<file path="config.mk">
export PLATFORM = sky130hd
export DESIGN_NAME = issue_scheduler
export DESIGN_NICKNAME = d
export VERILOG_FILES = /design/src/rtl/issue_scheduler_pkg.sv /design/src/rtl/issue_scheduler_scoreboard.sv /design/src/rtl/issue_scheduler.sv
export SDC_FILE = /design/constraint.sdc
export NUM_CORES = 1
export LEC_CHECK = 0
export CORE_UTILIZATION = 48
export CTS_BUF_LIST = sky130_fd_sc_hd__clkbuf_4 sky130_fd_sc_hd__clkbuf_8
export DETAILED_ROUTE_END_ITERATION = 8
export GPL_TIMING_DRIVEN = 0
export PLACE_DENSITY = 0.86
export SLEW_MARGIN = 20
export SYNTH_ARGS = -nofsm -noshare
export SYNTH_HDL_FRONTEND = slang
export SYNTH_SLANG_ARGS = --single-unit
</file>
<file path="constraint.sdc">
create_clock -name clk -period 2.6 [get_ports clk]
set_input_delay 0.52 -clock clk [delete_from_list [all_inputs] [get_ports clk]]
set_output_delay 0.52 -clock clk [all_outputs]
set_load 0.05 [all_outputs]
</file>
<file path="src/rtl/issue_scheduler_pkg.sv">
// Shared types and constants for the dual-issue scheduler and its scoreboard.
package issue_scheduler_pkg;

  localparam int REG_W    = 3;
  localparam int NREG     = 8;
  localparam int LOAD_LAT = 1;
  localparam int MUL_LAT  = 3;
  localparam int CNT_W    = 2;

  typedef enum logic {
    RUN   = 1'b0,
    SPLIT = 1'b1
  } sched_state_e;

endpackage

</file>
<file path="src/rtl/issue_scheduler_scoreboard.sv">
// Per-register countdown of results that forwarding cannot yet supply
// (load data, multiply results), plus the multiplier occupancy counter.
module sched_scoreboard
  import issue_scheduler_pkg::*;
#(
  parameter int P_NREG     = NREG,
  parameter int P_CNT_W    = CNT_W,
  parameter int P_LOAD_LAT = LOAD_LAT,
  parameter int P_MUL_LAT  = MUL_LAT
) (
  input  logic               clk,
  input  logic               reset,
  input  logic               i_load_set,
  input  logic [REG_W-1:0]   i_load_rd,
  input  logic               i_mul_set,
  input  logic [REG_W-1:0]   i_mul_rd,
  output logic [P_NREG-1:0]  o_busy_vec,
  output logic               o_mul_busy
);

  logic [P_CNT_W-1:0] r_mulcnt;
  logic [P_CNT_W-1:0] w_mulcnt_next;
  logic               w_mul_hit_any;

  // r0 is hard-wired, so a write to it never needs tracking.
  assign w_mul_hit_any = i_mul_set && (i_mul_rd != '0);

  genvar gi;
  generate
    for (gi = 0; gi < P_NREG; gi++) begin : g_reg
      logic [P_CNT_W-1:0] r_cnt;
      logic               r_busy;
      logic [P_CNT_W-1:0] w_cnt_next;
      logic               w_load_hit;
      logic               w_mul_hit;

      assign w_load_hit = i_load_set && (i_load_rd == REG_W'(gi)) && (gi != 0);
      assign w_mul_hit  = i_mul_set  && (i_mul_rd  == REG_W'(gi)) && (gi != 0);

      // Next count: a new producer reloads the counter, otherwise count down to zero.
      always_comb begin
        w_cnt_next = r_cnt;
        if (w_mul_hit) begin
          w_cnt_next = P_CNT_W'(P_MUL_LAT);
        end else if (w_load_hit) begin
          w_cnt_next = P_CNT_W'(P_LOAD_LAT);
        end else if (r_cnt != '0) begin
          w_cnt_next = r_cnt - 1'b1;
        end
      end

      // Counter and its registered busy flag stay in lockstep.
      always_ff @(posedge clk or posedge reset) begin
        if (reset) begin
          r_cnt  <= '0;
          r_busy <= 1'b0;
        end else begin
          r_cnt  <= w_cnt_next;
          r_busy <= (w_cnt_next != '0);
        end
      end

      assign o_busy_vec[gi] = r_busy;
    end
  endgenerate

  // Multiplier occupancy follows the same reload/countdown rule as a register.
  always_comb begin
    w_mulcnt_next = r_mulcnt;
    if (w_mul_hit_any) begin
      w_mulcnt_next = P_CNT_W'(P_MUL_LAT);
    end else if (r_mulcnt != '0) begin
      w_mulcnt_next = r_mulcnt - 1'b1;
    end
  end

  // Multiplier occupancy register.
  always_ff @(posedge clk or posedge reset) begin
    if (reset) begin
      r_mulcnt <= '0;
    end else begin
      r_mulcnt <= w_mulcnt_next;
    end
  end

  assign o_mul_busy = (r_mulcnt != '0);

endmodule

</file>
<file path="src/rtl/issue_scheduler.sv">
// Dual-issue ID-stage scheduler: hazard checks, pair split/stall FSM,
// IF/ID hold and ID/EX issue strobes. Decisions are combinational so they
// act in the same cycle; state and scoreboard advance on the clock.
module issue_scheduler
  import issue_scheduler_pkg::*;
#(
  parameter int P_NREG     = NREG,
  parameter int P_LOAD_LAT = LOAD_LAT,
  parameter int P_MUL_LAT  = MUL_LAT,
  parameter int P_CNT_W    = CNT_W
) (
  input  logic              clk,
  input  logic              reset,
  input  logic              flush,
  input  logic              valid1,
  input  logic              valid2,
  input  logic [REG_W-1:0]  rd1,
  input  logic [REG_W-1:0]  rs1a,
  input  logic [REG_W-1:0]  rs1b,
  input  logic              we1,
  input  logic              mul1,
  input  logic [REG_W-1:0]  rd2,
  input  logic [REG_W-1:0]  rs2a,
  input  logic [REG_W-1:0]  rs2b,
  input  logic              we2,
  input  logic              load2,
  output logic              issue1,
  output logic              issue2,
  output logic              hold_ifid,
  output logic              split,
  output logic [P_NREG-1:0] busy_vec
);

  sched_state_e r_state;
  sched_state_e w_state_next;
  logic         r_split;

  logic w_mul_busy;
  logic w_ok1;
  logic w_ok2;
  logic w_dep;
  logic w_issue1;
  logic w_issue2;
  logic w_hold;

  function automatic logic reg_busy(input logic [P_NREG-1:0] vec, input logic [REG_W-1:0] r);
    return vec[r] && (r != '0);
  endfunction

  // Scoreboard only ever sees producers that actually issue.
  sched_scoreboard #(
    .P_NREG     (P_NREG),
    .P_CNT_W    (P_CNT_W),
    .P_LOAD_LAT (P_LOAD_LAT),
    .P_MUL_LAT  (P_MUL_LAT)
  ) u_scoreboard (
    .clk        (clk),
    .reset      (reset),
    .i_load_set (w_issue2 && load2),
    .i_load_rd  (rd2),
    .i_mul_set  (w_issue1 && mul1),
    .i_mul_rd   (rd1),
    .o_busy_vec (busy_vec),
    .o_mul_busy (w_mul_busy)
  );

  // Per-slot readiness and the intra-pair RAW/WAW dependency.
  always_comb begin
    w_ok1 = valid1
            && !reg_busy(busy_vec, rs1a) && !reg_busy(busy_vec, rs1b)
            && !(we1 && reg_busy(busy_vec, rd1))
            && !(mul1 && w_mul_busy);
    w_ok2 = valid2
            && !reg_busy(busy_vec, rs2a) && !reg_busy(busy_vec, rs2b)
            && !(we2 && reg_busy(busy_vec, rd2));
    w_dep = we1 && (rd1 != '0)
            && ((rs2a == rd1) || (rs2b == rd1) || (we2 && (rd2 == rd1)));
  end

  // Issue decision; slot 2 never overtakes an unissued slot 1.
  always_comb begin
    w_issue1     = 1'b0;
    w_issue2     = 1'b0;
    w_hold       = 1'b0;
    w_state_next = r_state;
    if (flush) begin
      w_state_next = RUN;
    end else if (r_state == SPLIT) begin
      if (w_ok2) begin
        w_issue2     = 1'b1;
        w_state_next = RUN;
      end else begin
        w_hold = 1'b1;
      end
    end else if (valid1) begin
      if (w_ok1) begin
        w_issue1 = 1'b1;
        if (valid2) begin
          if (w_ok2 && !w_dep) begin
            w_issue2 = 1'b1;
          end else begin
            w_hold       = 1'b1;
            w_state_next = SPLIT;
          end
        end
      end else begin
        w_hold = 1'b1;
      end
    end else if (valid2) begin
      if (w_ok2) begin
        w_issue2 = 1'b1;
      end else begin
        w_hold = 1'b1;
      end
    end
  end

  // State register with the split flag registered alongside it.
  always_ff @(posedge clk or posedge reset) begin
    if (reset) begin
      r_state <= RUN;
      r_split <= 1'b0;
    end else begin
      r_state <= w_state_next;
      r_split <= (w_state_next == SPLIT);
    end
  end

  assign issue1    = w_issue1;
  assign issue2    = w_issue2;
  assign hold_ifid = w_hold;
  assign split     = r_split;

endmodule

</file>
Word-level counts from Yosys, hierarchy flattened --
Index checks and enable logic that the tools add are counted.
Storage, ports and cells: register bits after elaboration 27, logic and storage cells 181, output and inout port bits 12
Operators by class: muxes and demuxes 60, equality and inequality tests 17, add/sub/neg operators 9, $lt $le $gt $ge 6, reductions and logical operators 71
Operators by type and width (count):
- $mux 2 | 24
- $logic_and 1x1->1 | 37
- $reduce_bool 2->1 | 18
- $mux 1 | 30
- $eq 3x3->1 const B | 8
- $lt 3x4->1 const B | 6
- $bmux 1 s3 | 6
- $reduce_bool 3->1 | 6
- $sub 2x1->2 const B | 9
- $eq 3x2->1 const B | 4
- $eq 3x3->1 | 3
- $logic_not 1->1 | 8
- $eq 3x1->1 const B | 2
- $logic_or 1x1->1 | 2

Longest topological paths before layout --
depth in word-level cells 19, depth in mapped cells 9, gate-level depth less buffers 8

Modules after synthesis --
From an unflattened synthesis, not the netlist that was laid out.
Second synthesis, totals: cell total of the unflattened synthesis 181, area total of the unflattened synthesis 1893.1 µm²
Modules (own cells, without submodules):
- sched_scoreboard | area an instance 1169.9 µm², instances 1, sequential area each 650.6 µm², cells each 97
- issue_scheduler | area an instance 723.2 µm², instances 1, sequential area each 25.0 µm², cells each 84

Least setup slack after synthesis --
Ideal clock, no wire load.
path type in2out, start point input rd1[0], end point output issue2, data required time 2080 ps, setup slack -134 ps, arrival time 2214 ps, cell stages on the path 8, path through buf_6 mux2_1 a221oi_2 o21a_4 a41oi_4 or3_1 buf_6 inv_8
On the way: word-level cells in the longest chain between the ends 12, elaborated cells on any way between the ends 24
Ends and longest elaborated chain:
- start, declared | line issue_scheduler.sv:17 | input logic [REG_W-1:0] rd1,
- $eq 3x3->1 | line issue_scheduler.sv:77 | && ((rs2a == rd1) || (rs2b == rd1) || (we2 && (rd2 == rd1)));
- $logic_or 1x1->1 / $logic_and 1x1->1 (equally long branches) | line issue_scheduler.sv:77
- $logic_or 1x1->1 | line issue_scheduler.sv:77
- $logic_and 1x1->1 | line issue_scheduler.sv:77
- $logic_not 1->1 | line issue_scheduler.sv:99 | if (w_ok2 && !w_dep) begin
- $logic_and 1x1->1 | line issue_scheduler.sv:99
- $mux 1 | line issue_scheduler.sv:99
- $mux 1 | line issue_scheduler.sv:98 | if (valid2) begin
- $mux 1 (*) | line issue_scheduler.sv:96 | if (w_ok1) begin
- $mux 1 (*) | line issue_scheduler.sv:95 | end else if (valid1) begin
- $mux 1 (*) | line issue_scheduler.sv:88 | end else if (r_state == SPLIT) begin
- $mux 1 (*) | line issue_scheduler.sv:86 | if (flush) begin
- end, declared | line issue_scheduler.sv:28 | output logic issue2,
Every way passes the cells marked *; elsewhere a longest branch is shown, timed or not. The select of a mux whose other input is x is not followed.

Worst setup path after layout --
start point register u_scoreboard.g_reg[2].r_busy, end point output issue2
On the way: word-level cells in the longest chain between the ends 14, elaborated cells on any way between the ends 42
Ends and longest elaborated chain:
- start, declared | line issue_scheduler_scoreboard.sv:32 | logic r_busy;
- start signal, assigned | line issue_scheduler_scoreboard.sv:59 | r_busy <= (w_cnt_next != '0);
- $bmux 1 s3 | line issue_scheduler.sv:47 | return vec[r] && (r != '0);
- $mux 1 (not written as such) | line issue_scheduler.sv:47
- $logic_and 1x1->1 | line issue_scheduler.sv:47
- $logic_not 1->1 | line issue_scheduler.sv:74 | && !reg_busy(busy_vec, rs2a) && !reg_busy(busy_vec, rs2b)
- $logic_and 1x1->1 (2 in series) | line issue_scheduler.sv:74
- $logic_and 1x1->1 | line issue_scheduler.sv:75 | && !(we2 && reg_busy(busy_vec, rd2));
- $logic_and 1x1->1 | line issue_scheduler.sv:99
- $mux 1 | line issue_scheduler.sv:99
- $mux 1 | line issue_scheduler.sv:98
- $mux 1 | line issue_scheduler.sv:96
- $mux 1 | line issue_scheduler.sv:95
- $mux 1 (*) | line issue_scheduler.sv:88
- $mux 1 (*) | line issue_scheduler.sv:86
Marked as above.

==> results.cfg <==
[yosys]
synth_nets = 215
async_reset_ff_share_pct = 100
synthFlopType = dfrtp_1
synth_cell_types = 53
avgSynthCellArea_um2 = 10.4
synth-edff-count = 0
synth_area_mm2 = 0.00195
ys_seq_area_share_pct = 34.6
yosysWarnings = 0
yosys.area_share.xor_xnor_pct = 4.48
synth-compound-area-share_pct = 19.7
yosys.area_share.simple_pct = 18.9
synth_top_family_by_area = compound AO/OA/AOI/OAI gates
synth_cells = 187
synth.mux.area_fraction_pct = 11.1
synthAdderAreaFrac_pct = 0.641
ys_ff_latch = 27

[pwr]
pwr-share-comb_pct = 31.8
power_leakage_nw = 1.14
switching_share_pct = 31.4
p_sw_w = 0.000323
internal_power_w = 0.000705
clockPowerShare_pct = 23.0
irDropWorstVdd_mv = 0.278
power.density_mw_per_mm2 = 407
pwr-share-seq_pct = 45.1

[floorplan]
core_area_mm2 = 0.00377
floorplan.initialDensity_pct = 51.8
row_count = 22
die_h_um = 65.8
die_w_um = 65.8
ioPinCount = 39
dieArea_mm2 = 0.00433

[sta]
finalSetupTns_ns = -0.607
relSlewSlack_pct = 37.7
max_freq_mhz = 339
fin_crit_ns = 2.95
rsz0062_at_grt = true
post-route-period-util_pct = 113
fin_skew_ns = 0.00707
worstMarginPinSlew_ns = 0.929
drv_slew = 0
setup_violations = 2
fin_ws_ns = -0.347
hold_viol_final = 0

[drt]
drtIter0Drc = 114
routedWlPerCell_um = 16.4
detail-route-antenna-nets = 0
drcViolationCount = 0
drt_wl_total_mm = 4.61
num_vias = 1654
routed_via_density = 5.87
firstDrtPassIters = 5

[setup_path]
end_kind = primary output
crit_path_cell_trace = mux2_4 > a221o_1 > a221oi_4 > nand2_2 > or3_1 > buf_6 > inv_12 > buf_12
cp_max_fo = 7
critical_path.top_delay_family = compound AO/OA/AOI/OAI gates
crit_required_ns = 2.08
critPathMaxStageDelay_ns = 0.47
path_buf_inv = 3
cp-start-kind = register
cp_slowest_cell = dfrtp_2
crit_type = reg -> out
arrival_ns = 2.43

[place]
dpl.hpwl_mm = 3.28
io_buffer_count = 32
gp_congestion = 0.847
dp_slack_ns = -1.61

[cells_and_area]
drive_gt1_share_pct = 31.2
area_delta_synth_final_pct = 29.3
n_antenna_cell = 0
fin_util_pct = 67.0
nNetsFinal = 263

[run]
maxCapViolations = 0

[global_routing]
grt_max_degree = 28
grt_pass1_vias = 1616
grtUsageTotal_pct = 23.3
antenna_found_initial = 0
grt_pass1_wl_mm = 7.62
grt_overflow = 0

[clock_network]
cts_max_path_buffers = 2
clkSlewWorstSetupHoldPaths_ns = 0.09
cts_buffers = 3
clockRootBuffer = clkbuf_8
postCtsHoldBufs = 0
cts_tree = done
worstSkewPairLatency_ns = 0.27
htree_levels = 1
clock_sinks = 27

[hold_path]
holdCritPathClass = reg -> reg

[outcome]
outcome = finished with violations
violations = negative setup slack
[worst paths after layout]
kind	startpoint	endpoint	slack [ns]	cells past startpoint
min in group asynchronous	reset	u_scoreboard.g_reg[0].r_cnt[0]$_DFF_PP0_	0.63	2
setup reg to reg	u_scoreboard.g_reg[2].r_busy$_DFF_PP0_	u_scoreboard.g_reg[2].r_cnt[1]$_DFF_PP0_	0.17	8
hold / removal	u_scoreboard.g_reg[0].r_cnt[0]$_DFF_PP0_	u_scoreboard.g_reg[0].r_cnt[0]$_DFF_PP0_	0.43	1
setup / recovery	u_scoreboard.g_reg[2].r_busy$_DFF_PP0_	issue2	-0.35	8
hold reg to reg	u_scoreboard.g_reg[0].r_cnt[0]$_DFF_PP0_	u_scoreboard.g_reg[0].r_cnt[0]$_DFF_PP0_	0.43	1
max in group asynchronous	reset	u_scoreboard.g_reg[5].r_busy$_DFF_PP0_	1.49	2
[power groups by stage]
stage,logic [W],clock network [W],registers (W)
5_1_grt,0.000352,0.000268,0.000466
2_1_floorplan,0.000203,0,0.000470
3_3_place_gp,0.000291,0,0.000470
3_5_place_dp,0.000296,0,0.000471
4_1_cts,0.000320,0.000246,0.000463
6_report,0.000328,0.000237,0.000464
[per-stage QoR]
step	std cells	total power, W	cell area, µm²	hold WS (ns)
2_1_floorplan	187	0.000673	1970	0.395
3_3_place_gp	267	0.000761	2350	0.407
3_5_place_dp	267	0.000767	2350	0.416
4_1_cts	281	0.00103	2510	0.431
5_1_grt	282	0.00109	2530	0.445
6_report	282	0.00103	2530	0.430
[cell families (layout without fill, tap and decap cells)]
logic type               Yosys count  in the layout
adder cells (fa/ha/maj)            1              1
flip-flops                        27             27
AO/OA/AOI/OAI                     41             41
buffers and inverters             30             77
AND/OR/NAND/NOR                   63             63
XOR/XNOR                          10             10
multiplexers                      15             15
[placed cells by master, fill, tap and decap left out, types with 5 or more instances in the layout]
cell             netlist  routed
buf_6                  6       8
buf_4                  8      19
clkdlybuf4s50_1        0      18
xor2_1                 7       7
dlygate4sd2_1          0       9
nand3_1                7       7
mux2i_1                6       6
a211o_1                6       6
mux4_2                 5       5
dfrtp_1               27      21
nand2_1               12      12
dfrtp_2                0       6
nor2b_1                7       7
inv_1                 11      10
[area by class of cell]
type	count	area (µm²)
buffer	18	153
sequential	27	683
fill	289	1240
clock buffer	3	41.3
clock inverter	1	7.51
inverter	12	57.6
tap	48	60.1
timing repair buffer	43	394
multi-input combinational	130	1130
[state kept, by name (all words and copies together) (netlist names)]
register	count
split	1
u_scoreboard.g.r_cnt	16
u_scoreboard.r_mulcnt	2
u_scoreboard.g.r_busy	8
[metal layers]
layer | track usage [%] | wire length (µm) | vias to the layer above
li1 | - | - | 784
met2 | 40.3 | 2330 | 63
met5 | 0 | 0 | -
met3 | 1.90 | 234 | 9
met4 | 8.15 | 76 | 0
met1 | 30.2 | 1980 | 798
[repair_timing]
action | CTS | global route
setup endpoints to repair | 21 | 4
resized for setup | 51 | 4
setup buffers | 10 | 1
pin swaps | 9 | 1
[Yosys cell counts (all sizes together), types with 4 or more instances]
master / number / share of area (%)
dfrtp: 27 / 35
buf: 16 / 7.0
nand2: 13 / 2.6
inv: 12 / 2.7
nand3: 7 / 1.8
nor2b: 7 / 2.2
xor2: 7 / 3.1
a211o: 6 / 2.7
and3: 6 / 2.0
mux2i: 6 / 3.1
o21ai: 6 / 1.5
mux4: 5 / 5.8
nand2b: 5 / 1.6
o211ai: 5 / 2.2
a221o: 4 / 2.1
a31oi: 4 / 1.3
mux2: 4 / 2.3
nor3: 4 / 1.3
o221ai: 4 / 2.8
(Power assumes the default switching activity.)
